$ cat config.mk
export PLATFORM = sky130hd
export DESIGN_NAME = row_feeder
export DESIGN_NICKNAME = d
export VERILOG_FILES = /design/src/rtl/row_feeder.sv
export SDC_FILE = /design/constraint.sdc
export NUM_CORES = 1
export LEC_CHECK = 0
export CAP_MARGIN = 20
export CORE_MARGIN = 5
export CORE_UTILIZATION = 50
export CTS_BUF_LIST = sky130_fd_sc_hd__clkbuf_16
export CTS_CLUSTER_SIZE = 20
export DETAILED_ROUTE_END_ITERATION = 12
export HOLD_SLACK_MARGIN = 0.08
export PLACE_DENSITY = 0.85
export SYNTH_ARGS = -nofsm -noshare
export SYNTH_HDL_FRONTEND = slang
export SYNTH_SLANG_ARGS = --single-unit
$ cat constraint.sdc
create_clock -name clk -period 5.13 [get_ports clk]
set_input_delay 0.7695 -clock clk [delete_from_list [all_inputs] [get_ports clk]]
set_output_delay 0.7695 -clock clk [all_outputs]
set_load 0.005 [all_outputs]
$ cat src/rtl/row_feeder.sv
// Row-buffer write feeder: frames the camera pixel stream into per-pixel write strobes,
// zero-extended FIFO data and a running row sum for the integral row chain.
//
// state      | meaning
// IDLE       | waiting for a pixel qualified by i_sof; other pixels are dropped
// STREAM     | accepting pixels of the current frame
// ROW_GAP    | one blocked cycle after the last column of a row; row advances
// FRAME_DONE | one blocked cycle after the last pixel of a frame; counters clear
module row_feeder #(
   parameter int DATA_WIDTH_8        = 8,
   parameter int DATA_WIDTH_16       = 16,
   parameter int FRAME_CAMERA_WIDTH  = 10,
   parameter int FRAME_CAMERA_HEIGHT = 10,
   parameter int COUNT_WIDTH         = 12
) (
   input  logic                     clk,
   input  logic                     reset,
   input  logic                     i_sof,
   input  logic                     i_valid,
   input  logic [DATA_WIDTH_8-1:0]  i_pixel,
   input  logic                     i_stall,
   output logic                     o_ready,
   output logic                     o_wen,
   output logic [DATA_WIDTH_16-1:0] o_fifo_in,
   output logic [DATA_WIDTH_16-1:0] o_reduction_sum,
   output logic [COUNT_WIDTH-1:0]   o_col,
   output logic [COUNT_WIDTH-1:0]   o_row,
   output logic                     o_end_of_row,
   output logic                     o_end_of_frame
);

   typedef enum logic [1:0] {IDLE, STREAM, ROW_GAP, FRAME_DONE} state_t;

   localparam logic [COUNT_WIDTH-1:0] LAST_COL = COUNT_WIDTH'(FRAME_CAMERA_WIDTH - 1);
   localparam logic [COUNT_WIDTH-1:0] LAST_ROW = COUNT_WIDTH'(FRAME_CAMERA_HEIGHT - 1);

   state_t                   state, state_nxt;
   logic [COUNT_WIDTH-1:0]   col, row, col_nxt, row_nxt, pix_col, pix_row;
   logic                     accept, take, restart, last_col, last_row;
   logic [DATA_WIDTH_16-1:0] pix_ext, sum_nxt;

   always_ff @(posedge clk or negedge reset) begin
      if (!reset) begin
         state <= IDLE;
         col   <= '0;
         row   <= '0;
      end else begin
         state <= state_nxt;
         col   <= col_nxt;
         row   <= row_nxt;
      end
   end

   always_comb begin
      state_nxt = state;
      col_nxt   = col;
      row_nxt   = row;
      o_ready   = reset && (state == IDLE || state == STREAM) && !i_stall;
      accept    = i_valid && o_ready;
      // sof on the final pixel of a frame is ignored so the frame completes
      restart   = accept && i_sof && (state == IDLE || !(col == LAST_COL && row == LAST_ROW));
      take      = restart || (accept && state == STREAM);
      pix_col   = restart ? '0 : col;
      pix_row   = restart ? '0 : row;
      last_col  = (pix_col == LAST_COL);
      last_row  = (pix_row == LAST_ROW);
      pix_ext   = DATA_WIDTH_16'(i_pixel);
      sum_nxt   = (pix_col == '0) ? pix_ext : o_reduction_sum + pix_ext;

      case (state)
         IDLE, STREAM: begin
            if (take) begin
               row_nxt = pix_row;
               if (last_col) begin
                  col_nxt   = pix_col;
                  state_nxt = last_row ? FRAME_DONE : ROW_GAP;
               end else begin
                  col_nxt   = pix_col + 1'b1;
                  state_nxt = STREAM;
               end
            end
         end
         ROW_GAP: begin
            col_nxt   = '0;
            row_nxt   = row + 1'b1;
            state_nxt = STREAM;
         end
         FRAME_DONE: begin
            col_nxt   = '0;
            row_nxt   = '0;
            state_nxt = IDLE;
         end
         default: state_nxt = IDLE;
      endcase
   end

   // o_reduction_sum doubles as the row accumulator; it holds while o_wen is low
   always_ff @(posedge clk or negedge reset) begin
      if (!reset) begin
         o_wen           <= 1'b0;
         o_end_of_row    <= 1'b0;
         o_end_of_frame  <= 1'b0;
         o_fifo_in       <= '0;
         o_reduction_sum <= '0;
         o_col           <= '0;
         o_row           <= '0;
      end else begin
         o_wen          <= take;
         o_end_of_row   <= take && last_col;
         o_end_of_frame <= take && last_col && last_row;
         if (take) begin
            o_fifo_in       <= pix_ext;
            o_reduction_sum <= sum_nxt;
            o_col           <= pix_col;
            o_row           <= pix_row;
         end
      end
   end

endmodule

==> metrics, run 1 <==
share of the yosys chip area belonging to registers=~47%; Worst EP arrival=approximately 4.2 ns; Critical R2R Capture=col[10]; buffers inserted by post-CTS timing repair=0; Met3 Routed Length=approximately 610 um; FF-to-FF setup slack=around 1.2 ns; Tmin final=between 3 and 4 ns; final design utilization=a little over three fifths; maximum fanout encountered on the critical timing path=13; length of routed wiring on met1=4200 um; H-tree Lvls=3; class of the most critical setup path=flop to flop; number of synthesized flops with an enable pin=0; cell area after technology mapping=roughly 4100 um^2; library cell occupying the most area in the post-synthesis netlist=sky130_fd_sc_hd__dfrtp_1; total of flip-flops plus latches after synthesis=77; unrepaired setup endpoints after global routing=false; weighted congestion reported at the end of routability-driven placement=0.969; Worst Hold Path EP=o_fifo_in[7]; top_reg_cell synth=sky130_fd_sc_hd__dfrtp_1; skew final=0.00511 ns; first-pass GRT wire length=~16000 um; outcome=finished, final reports clean; clock tree from TritonCTS=done; Yosys warning total=0; num ports=73; overall track demand over capacity in global routing=roughly a fifth; DIE WIDTH=~100 um; NumNets Final=roughly 560; number of cells on the worst hold path=2; Pleak=between 2 and 2.5 nW; DRC errors left=0; cell area power density=428 nW/um^2; final worst setup slack=around 1.2 ns; die area=10200 um^2; VDD IR max=~0.23 mV; DRT Pass-1 Iters=4; share of cells above drive strength 1=6.38%; hold violation count in the final report=0; per-instance average area after synthesis=8.81 um^2; clock transition at the registers of the reported paths=around 0.06 ns; placed cell area=between 4000 and 5000 um^2; Worst-Skew Late Latency=between 0.3 and 0.4 ns; number of design-rule violations left by the first detailed-router iteration=196; hold buffer count at cts=0; Resized Gates After CTS=0; largest net degree at the start of global routing=78; gr ovfl total=0; total clock sinks=77; count of input and output buffers=64; startpoint type of the worst setup path=flop; DR vias=approximately 3500; total of endpoints with negative setup slack in the final report=0; max frequency=0.252 GHz; Layout area overhead=23.9%; clk root buf=sky130_fd_sc_hd__clkbuf_16; CP required=about 5.4 ns; Hold/Removal Path Class=flop to flop; Period Utilization, post-route=77.3%; Clock Tree Buf Depth=2; post-route cell area=5120 um^2; count of antenna-violating nets left after detailed routing=0; worst reg-to-reg path cell count=12; antenna violations before repair=0; Vias/cell=5.54; start point of the worst min-delay path=o_fifo_in[7]; routed wire length per instance=approximately 15 um; cts bufs inserted=9; Max Slew Vio Count=0; worst-margin pin slew=approximately 0.97 ns; top metal layer carrying routed signals=met4; Detailed Route WL=9740 um; floorplan row count=33; post-synth top area share=46.6%; core area=between 8000 and 9000 um^2; Placement Setup Slack=around 1.1 ns; fraction of registers with async set or reset after synthesis=100%; top post-synthesis cells by area=sky130_fd_sc_hd__dfrtp_1 47%, sky130_fd_sc_hd__nand2_1 10%, sky130_fd_sc_hd__a21oi_1 5.8%; dpl hpwl=around 6700 um; gate count of the mapped netlist=roughly 470; met2 WL post-DR=slightly below 5000 um; max_slew headroom=35.6%; vertical die dimension=~100 um; worst reg2reg startpoint=row[7]; crit end category=flop; max-cap violations=0; antenna fix cells=0; Starting Density=50.8%; vias in the first global route=3562; final total negative setup slack=0 ns; Netlist cell types=roughly 60
[synth_stat cells (all sizes together), types with 2 or more instances]
cell type / n
nand2b: 4
a211oi: 3
nand3: 11
o21ai: 34
nand4: 2
nor4: 7
xnor2: 13
xor2: 4
a32o: 4
nand2: 110
o21a: 2
and3: 11
nand3b: 2
dfrtp: 77
inv: 13
or4: 3
buf: 14
o211ai: 5
ha: 13
a21oi: 48
clkbuf: 13
nor3: 5
or3: 8
or2: 3
a31oi: 6
nor2: 31
and2: 2
a2111oi: 2
[metrics by stage]
stage,power (mW),std cells,hold WS [ns]
after global routing,2.34,638,0.502
after detailed placement,1.54,622,0.455
after floorplan,1.24,476,0.463
after CTS,2.21,638,0.467
final,2.19,638,0.462
after global placement,1.52,622,0.448
[state kept, by name, summed over array words and instances, names as in the netlist, 2 cells and up]
signal	count
o_row	12
col	12
state	2
o_col	12
o_reduction_sum	16
o_fifo_in	8
row	12
[worst max path at each step]
| stage | from | to | slack (ns) | depth (start not counted) |
|---|---|---|---|---|
| floorplan | col[8] | col[10] | 1.63 | 13 |
| global placement | i_stall | col[10] | 1.18 | 13 |
| detailed placement | i_stall | col[10] | 1.06 | 13 |
| CTS | row[7] | col[10] | 1.19 | 12 |
| finish | row[7] | col[10] | 1.16 | 12 |
| global route | col[8] | col[10] | 0.79 | 12 |
[placed cells by master (no fill, tap or decap), types with 4 or more instances in the layout]
master and count:
sky130_fd_sc_hd__ha_1 13, sky130_fd_sc_hd__a32o_1 4, sky130_fd_sc_hd__nand2b_1 4, sky130_fd_sc_hd__and3_1 9, sky130_fd_sc_hd__a21oi_1 48, sky130_fd_sc_hd__or3_1 7, sky130_fd_sc_hd__a31oi_1 4, sky130_fd_sc_hd__nor2_1 30
sky130_fd_sc_hd__conb_1 8, sky130_fd_sc_hd__nand2_1 110, sky130_fd_sc_hd__nor4_1 5, sky130_fd_sc_hd__xor2_1 4, sky130_fd_sc_hd__o211ai_1 5, sky130_fd_sc_hd__clkdlybuf4s50_1 63, sky130_fd_sc_hd__xnor2_1 13, sky130_fd_sc_hd__inv_1 13
sky130_fd_sc_hd__nor3_1 4, sky130_fd_sc_hd__dfrtp_1 77, sky130_fd_sc_hd__buf_4 5, sky130_fd_sc_hd__nand3_1 11, sky130_fd_sc_hd__clkbuf_16 9, sky130_fd_sc_hd__o21ai_0 33
[cell type report]
class	count	area, um^2
Clock buffer	9	225
Clock inverter	7	81.3
Tap cell	105	131
Multi-Input combinational cell	359	2040
Timing Repair Buffer	68	668
Fill cell	673	3010
Inverter	13	48.8
Sequential cell	77	1930
[worst max-delay path, stage by stage, from the launching register on]
cell and delay (ns):
sky130_fd_sc_hd__dfrtp_1 0.43, sky130_fd_sc_hd__or4_4 0.59, sky130_fd_sc_hd__nor4_4 0.42, sky130_fd_sc_hd__a31o_2 0.38
sky130_fd_sc_hd__nand2_1 0.12, sky130_fd_sc_hd__inv_1 0.11, sky130_fd_sc_hd__ha_1 0.21, sky130_fd_sc_hd__nand3_1 0.13
sky130_fd_sc_hd__a2111oi_0 0.73, sky130_fd_sc_hd__nand3_1 0.27, sky130_fd_sc_hd__nor4_1 0.28, sky130_fd_sc_hd__a21oi_1 0.07
sky130_fd_sc_hd__a21oi_1 0.16
[where the power goes]
group / internal [mW] / switching, mW
Combinational: 0.363 / 0.355
Sequential: 0.719 / 0.103
Clock: 0.419 / 0.235
[metal layers]
metal	vias up	GRT usage [%]
li1	1725	-
met1	1696	24.6
met2	104	34.4
met3	12	5.19
met4	0	5.32
met5	-	0
[kinds of logic (layout without fill, tap and decap cells)]
| group | count (synthesis) | in the layout | synth area share (%) |
|---|---|---|---|
| simple gates | 206 | 206 | 24.0 |
| compound gates | 114 | 114 | 16.4 |
| flops | 77 | 77 | 46.6 |
| buf+inv | 40 | 97 | 4.84 |
| xor+xnor | 17 | 17 | 3.60 |
| fa+ha+maj | 14 | 14 | 4.42 |
| other cells | 1 | 8 | 0.0907 |
Power figures use the tool's default switching activity.
==> run 2: changes to the inputs <==
- clock period: 5.13 -> 3.9 ns (I/O delays scaled with it)
==> metrics, run 2 (synthesized netlist as in run 1, its figures left out) <==
outcome=finished, final reports clean; Clock Tree Buf Depth=2 (unchanged); overall track demand over capacity in global routing=20.4% (+0.47 points); startpoint type of the worst setup path=flop; clk root buf=sky130_fd_sc_hd__clkbuf_16; total clock sinks=77 (unchanged); skew final=0.00485 ns (-0.000267 ns); vertical die dimension=101 um (unchanged); DR vias=3600 (+1.8%); Pleak=2.21 nW (+0.61%); number of design-rule violations left by the first detailed-router iteration=234 (+19%); largest net degree at the start of global routing=79 (+1.3%); hold violation count in the final report=0 (unchanged); cts bufs inserted=9 (unchanged); H-tree Lvls=3 (unchanged); Vias/cell=5.63 (+1.5%); DIE WIDTH=101 um (unchanged); worst reg2reg startpoint=col[8]; max frequency=0.278 GHz (+10%); dpl hpwl=7090 um (+5.7%); most common library cell in the layout ignoring fill and taps=sky130_fd_sc_hd__nand2_1; NumNets Final=558 (+0.54%); routed wire length per instance=15.5 um (+1.3%); share of cells above drive strength 1=6.54% (+0.16 points); Period Utilization, post-route=92.1% (+15 points); number of cells on the worst hold path=2 (unchanged); Layout area overhead=23.9% (unchanged); number of inserted filler cells in the final layout=695 (+3.3%); cell area power density=548 nW/um^2 (+28%); total of endpoints with negative setup slack in the final report=0 (unchanged); Largest register FFs=16 (unchanged); Hold/Removal Path Class=flop to flop; count of antenna-violating nets left after detailed routing=0 (unchanged); weighted congestion reported at the end of routability-driven placement=0.937 (-3.3%); DRC errors left=0 (unchanged); commonest cells after routing, fill and taps aside=110 x sky130_fd_sc_hd__nand2_1, 77 x sky130_fd_sc_hd__dfrtp_1, 63 x sky130_fd_sc_hd__clkdlybuf4s50_1, 48 x sky130_fd_sc_hd__a21oi_1, 33 x sky130_fd_sc_hd__o21ai_0; gr ovfl total=0 (unchanged); final design utilization=63.0% (unchanged); num ports=73 (unchanged); worst reg-to-reg path cell count=13 (+1); FF-to-FF setup slack=0.31 ns (-0.85 ns); antenna fix cells=0 (unchanged); start point of the worst min-delay path=o_fifo_in[0]; floorplan row count=33 (unchanged); tightest hold margin=0.468 ns (+0.00527 ns); die area=10200 um^2 (unchanged); Tmin final=3.59 ns (-0.376 ns); DRT Pass-1 Iters=4 (unchanged); Worst EP arrival=3.85 ns (-0.37 ns); Detailed Route WL=9900 um (+1.6%); VDD IR max=0.286 mV (+23%); antenna violations before repair=0 (unchanged); vias in the first global route=3656 (+2.6%); worst-margin pin slew=0.956 ns (-0.00979 ns); count of input and output buffers=64 (unchanged); maximum fanout encountered on the critical timing path=13 (unchanged); CP required=4.16 ns (-1.22 ns); class of the most critical setup path=flop to flop; Worst-Skew Late Latency=0.33 ns (about the same); max-cap violations=0 (unchanged); clock tree from TritonCTS=done; clock transition at the registers of the reported paths=0.05 ns (about the same); core area=8130 um^2 (unchanged); unrepaired setup endpoints after global routing=false; first-pass GRT wire length=16800 um (+2.0%); crit end category=flop; max_slew headroom=36.2% (+0.65 points); final total negative setup slack=0 ns (unchanged); Critical R2R Capture=col[10]; Starting Density=50.8% (unchanged); Top reg by flops=o_reduction_sum; Max Slew Vio Count=0 (unchanged); Worst Hold Path EP=o_fifo_in[0]
[run 2: what timing repair did]
item,4_1_cts,5_1_grt
hold buffers,0,0
buffers inserted,0,0
resized for setup,0,1
endpoints found under the setup margin,0,2
[run 2: final cells by class]
| class | instances | area, um^2 | area share [%] |
|---|---|---|---|
| multi-input cells | 359 | 2050 | 40.0 |
| flip-flops and latches | 77 | 1930 | 37.6 |
| repair buffers | 71 | 691 | 13.5 |
| clock buffers | 9 | 225 | 4.40 |
| well taps | 105 | 131 | 2.56 |
| clock inverters | 6 | 50.0 | 0.977 |
| inverters | 13 | 48.8 | 0.952 |
[run 2: stage by stage]
| stage | area (um^2) | worst slack [ns] | total power [mW] | cells |
|---|---|---|---|---|
| 2_1_floorplan | 4160 | 0.398 | 1.62 | 476 |
| 3_3_place_gp | 4840 | 0.406 | 1.99 | 625 |
| 6_report | 5120 | 0.308 | 2.81 | 640 |
| 4_1_cts | 5110 | 0.205 | 2.82 | 640 |
| 5_1_grt | 5120 | 0.0648 | 2.99 | 640 |
| 3_5_place_dp | 4840 | 0.247 | 2.03 | 625 |
[run 2: how the worst max path moves through the flow]
stage,from,end,slack (ns),depth (start not counted)
finish,col[8],col[10],0.31,13
global route,col[8],col[10],0.06,13
CTS,col[8],col[10],0.21,13
detailed placement,col[8],col[10],0.25,13
global placement,i_stall,col[10],0.41,14
floorplan,col[8],col[10],0.40,13
[run 2: where the power goes]
group	switching, mW	internal (mW)
logic	0.470	0.480
registers	0.133	0.946
clock network	0.301	0.481
total	0.903	1.91
[run 2: critical path, stage by stage, from the launching register on]
cell and delay (ns):
sky130_fd_sc_hd__dfrtp_1 0.42, sky130_fd_sc_hd__or4_1 0.64, sky130_fd_sc_hd__nor4_4 0.31, sky130_fd_sc_hd__a31o_4 0.30, sky130_fd_sc_hd__nand2_1 0.15, sky130_fd_sc_hd__inv_1 0.09
sky130_fd_sc_hd__ha_1 0.19, sky130_fd_sc_hd__nand3_1 0.12, sky130_fd_sc_hd__a2111oi_0 0.44, sky130_fd_sc_hd__buf_4 0.19, sky130_fd_sc_hd__nand3_1 0.15, sky130_fd_sc_hd__nor4_1 0.29
sky130_fd_sc_hd__a21oi_1 0.07, sky130_fd_sc_hd__a21oi_1 0.15
[run 2: per-layer routing]
layer	vias up	routed length, um	share of wire [%]	GRT usage (%)
li1	1730	-	-	-
met1	1749	4150	42	25.4
met2	100	4980	50	34.4
met3	21	596	6.0	4.78
met4	0	173	1.7	7.46
met5	-	0	0	0
==> run 3: changes to the inputs <==
- CTS_BUF_LIST: sky130_fd_sc_hd__clkbuf_16 -> default
- TNS_END_PERCENT: default -> 50
==> metrics, run 3 (synthesized netlist as in run 1, its figures left out) <==
vias in the first global route=3628 (-0.77%); net switching share of the total power=33.7% (+1.5 points); max_slew headroom=35.9% (-0.36 points); DRT Pass-1 Iters=5 (+1); P_int=1.72 mW (-10%); final total negative setup slack=0 ns (unchanged); commonest cells after routing, fill and taps aside=110 x sky130_fd_sc_hd__nand2_1, 77 x sky130_fd_sc_hd__dfrtp_1, 63 x sky130_fd_sc_hd__clkdlybuf4s50_1, 48 x sky130_fd_sc_hd__a21oi_1, 33 x sky130_fd_sc_hd__o21ai_0; crit end category=flop; multi-input combinational cell area=2050 um^2 (unchanged); post-route cell area=5020 um^2 (-2.0%); total clock sinks=77 (unchanged); DR vias=3647 (+1.3%); skew final=0.0105 ns (+0.00566 ns); ordered list of cells on the worst path=or4_1, nor4_4, a31o_4, nand2_1, inv_1, ha_1, nand3_1, a2111oi_0, buf_4, nand3_1, nor4_1, a21oi_1, a21oi_1; clock transition at the registers of the reported paths=0.07 ns (+0.02 ns); floorplan row count=33 (unchanged); CP required=4.17 ns (about the same); dpl hpwl=7090 um (unchanged); tightest hold margin=0.470 ns (+0.00206 ns); antenna violations before repair=0 (unchanged); share of cells above drive strength 1=6.54% (unchanged); cts bufs inserted=9 (unchanged); DRC errors left=0 (unchanged); core area=8130 um^2 (unchanged); Starting Density=50.8% (unchanged); number of inserted filler cells in the final layout=709 (+2.0%); Placement Setup Slack=0.247 ns (unchanged); startpoint type of the worst setup path=flop; Detailed Route WL=9750 um (-1.5%); gr ovfl total=0 (unchanged); clk root buf=sky130_fd_sc_hd__clkbuf_8; clock network fraction of design power=21.9% (-5.9 points); sequential share of power=41.6% (+3.2 points); number of cells on the worst hold path=2 (unchanged); VDD IR max=0.222 mV (-22%); count of antenna-violating nets left after detailed routing=0 (unchanged); sw power=871 uW (-3.5%); Power, Total=2.59 mW (-7.9%); Worst EP arrival=3.86 ns (about the same); Register Area=1930 um^2 (unchanged); total of endpoints with negative setup slack in the final report=0 (unchanged); worst reg2reg startpoint=col[8]; unrepaired setup endpoints after global routing=false; first-pass GRT wire length=16600 um (-0.86%); Max Slew Vio Count=0 (unchanged); Critical R2R Capture=col[10]; NumNets Final=558 (unchanged); Largest register FFs=16 (unchanged); Period Utilization, post-route=92.0% (-0.12 points); antenna fix cells=0 (unchanged); H-tree Lvls=3 (unchanged); Top reg by flops=o_reduction_sum; Vias/cell=5.70 (+1.3%); worst-margin pin slew=0.962 ns (+0.00537 ns); routed wire length per instance=15.2 um (-1.5%); Worst-Skew Late Latency=0.35 ns (+0.02 ns); largest net degree at the start of global routing=79 (unchanged); Clock Tree Buf Depth=2 (unchanged); crit path max-delay cell type=sky130_fd_sc_hd__or4_1; cell area power density=515 nW/um^2 (-6.1%); Hold/Removal Path Class=flop to flop; Worst Hold Path EP=o_fifo_in[0]; clock tree from TritonCTS=done; FF-to-FF setup slack=0.31 ns (about the same); final worst setup slack=0.313 ns (+0.00465 ns); weighted congestion reported at the end of routability-driven placement=0.937 (unchanged); num ports=73 (unchanged); die area=10200 um^2 (unchanged); DIE WIDTH=101 um (unchanged); number of design-rule violations left by the first detailed-router iteration=234 (unchanged); maximum cell stage delay along the critical path=0.64 ns (about the same); placed cell area=4840 um^2 (unchanged); vertical die dimension=101 um (unchanged); count of input and output buffers=64 (unchanged); most common library cell in the layout ignoring fill and taps=sky130_fd_sc_hd__nand2_1; start point of the worst min-delay path=o_fifo_in[0]; overall track demand over capacity in global routing=20.0% (-0.30 points); Pleak=2.15 nW (-2.8%); hold violation count in the final report=0 (unchanged); class of the most critical setup path=flop to flop; buffers inserted by post-CTS timing repair=0 (unchanged); Layout area overhead=21.5%; combinational share of power=36.5% (+2.7 points); max-cap violations=0 (unchanged); worst reg-to-reg path cell count=13 (unchanged); Tmin final=3.59 ns (-0.00465 ns); maximum fanout encountered on the critical timing path=13 (unchanged); outcome=finished, final reports clean; max frequency=0.279 GHz (+0.13%)
[run 3: cell count changes in the layout (fill, tap and decap cells not counted), sizes merged]
cell    delta
clkbuf     +4
inv        -4
[run 3: power groups by stage]
stage,combinational [mW],sequential [mW],clock [mW]
2_1_floorplan,0.550,1.07,0
3_3_place_gp,0.904,1.08,0
3_5_place_dp,0.943,1.09,0
4_1_cts,0.947,1.08,0.579
5_1_grt,1.05,1.11,0.614
6_report,0.945,1.08,0.566
[run 3: critical path: cells and delay by family (launching register included)]
family	cells	cell delay (ns)
compound gates	4	0.95
flops	1	0.43
buf+inv	2	0.28
fa+ha+maj	1	0.19
simple gates	6	1.66
[run 3: worst max-delay path by stage]
stage                     cells past startpoint     from      end
after floorplan                              13   col[8]  col[10]
after CTS                                    13   col[8]  col[10]
after detailed placement                     13   col[8]  col[10]
after global placement                       14  i_stall  col[10]
after global routing                         13   col[8]  col[10]
final                                        13   col[8]  col[10]
[run 3: metrics by stage]
step | utilization, % | std cells
floorplan | - | 476
global placement | 59.5 | 625
detailed placement | 59.5 | 625
CTS | 61.6 | 640
global route | 61.7 | 640
finish | 61.7 | 640
[run 3: metal layers]
| metal | share of wire [%] | vias up | track usage (%) |
|---|---|---|---|
| li1 | - | 1729 | - |
| met1 | 41 | 1757 | 25.0 |
| met2 | 50 | 139 | 34.2 |
| met3 | 6.2 | 22 | 4.08 |
| met4 | 2.0 | 0 | 7.67 |
| met5 | 0 | - | 0 |
[run 3: area by class of cell]
type                       instances  share of cell area [%]
sequential                        77                    38.4
tap                              105                    2.62
multi-input combinational        359                    40.8
clock inverter                     2                   0.698
timing repair buffer              71                    13.8
clock buffer                      13                    2.77
inverter                          13                   0.972
[run 3: repair_timing]
item,4_1_cts,5_1_grt
gates resized for setup,0,1
hold buffers,0,0
endpoints found under the setup margin,0,2
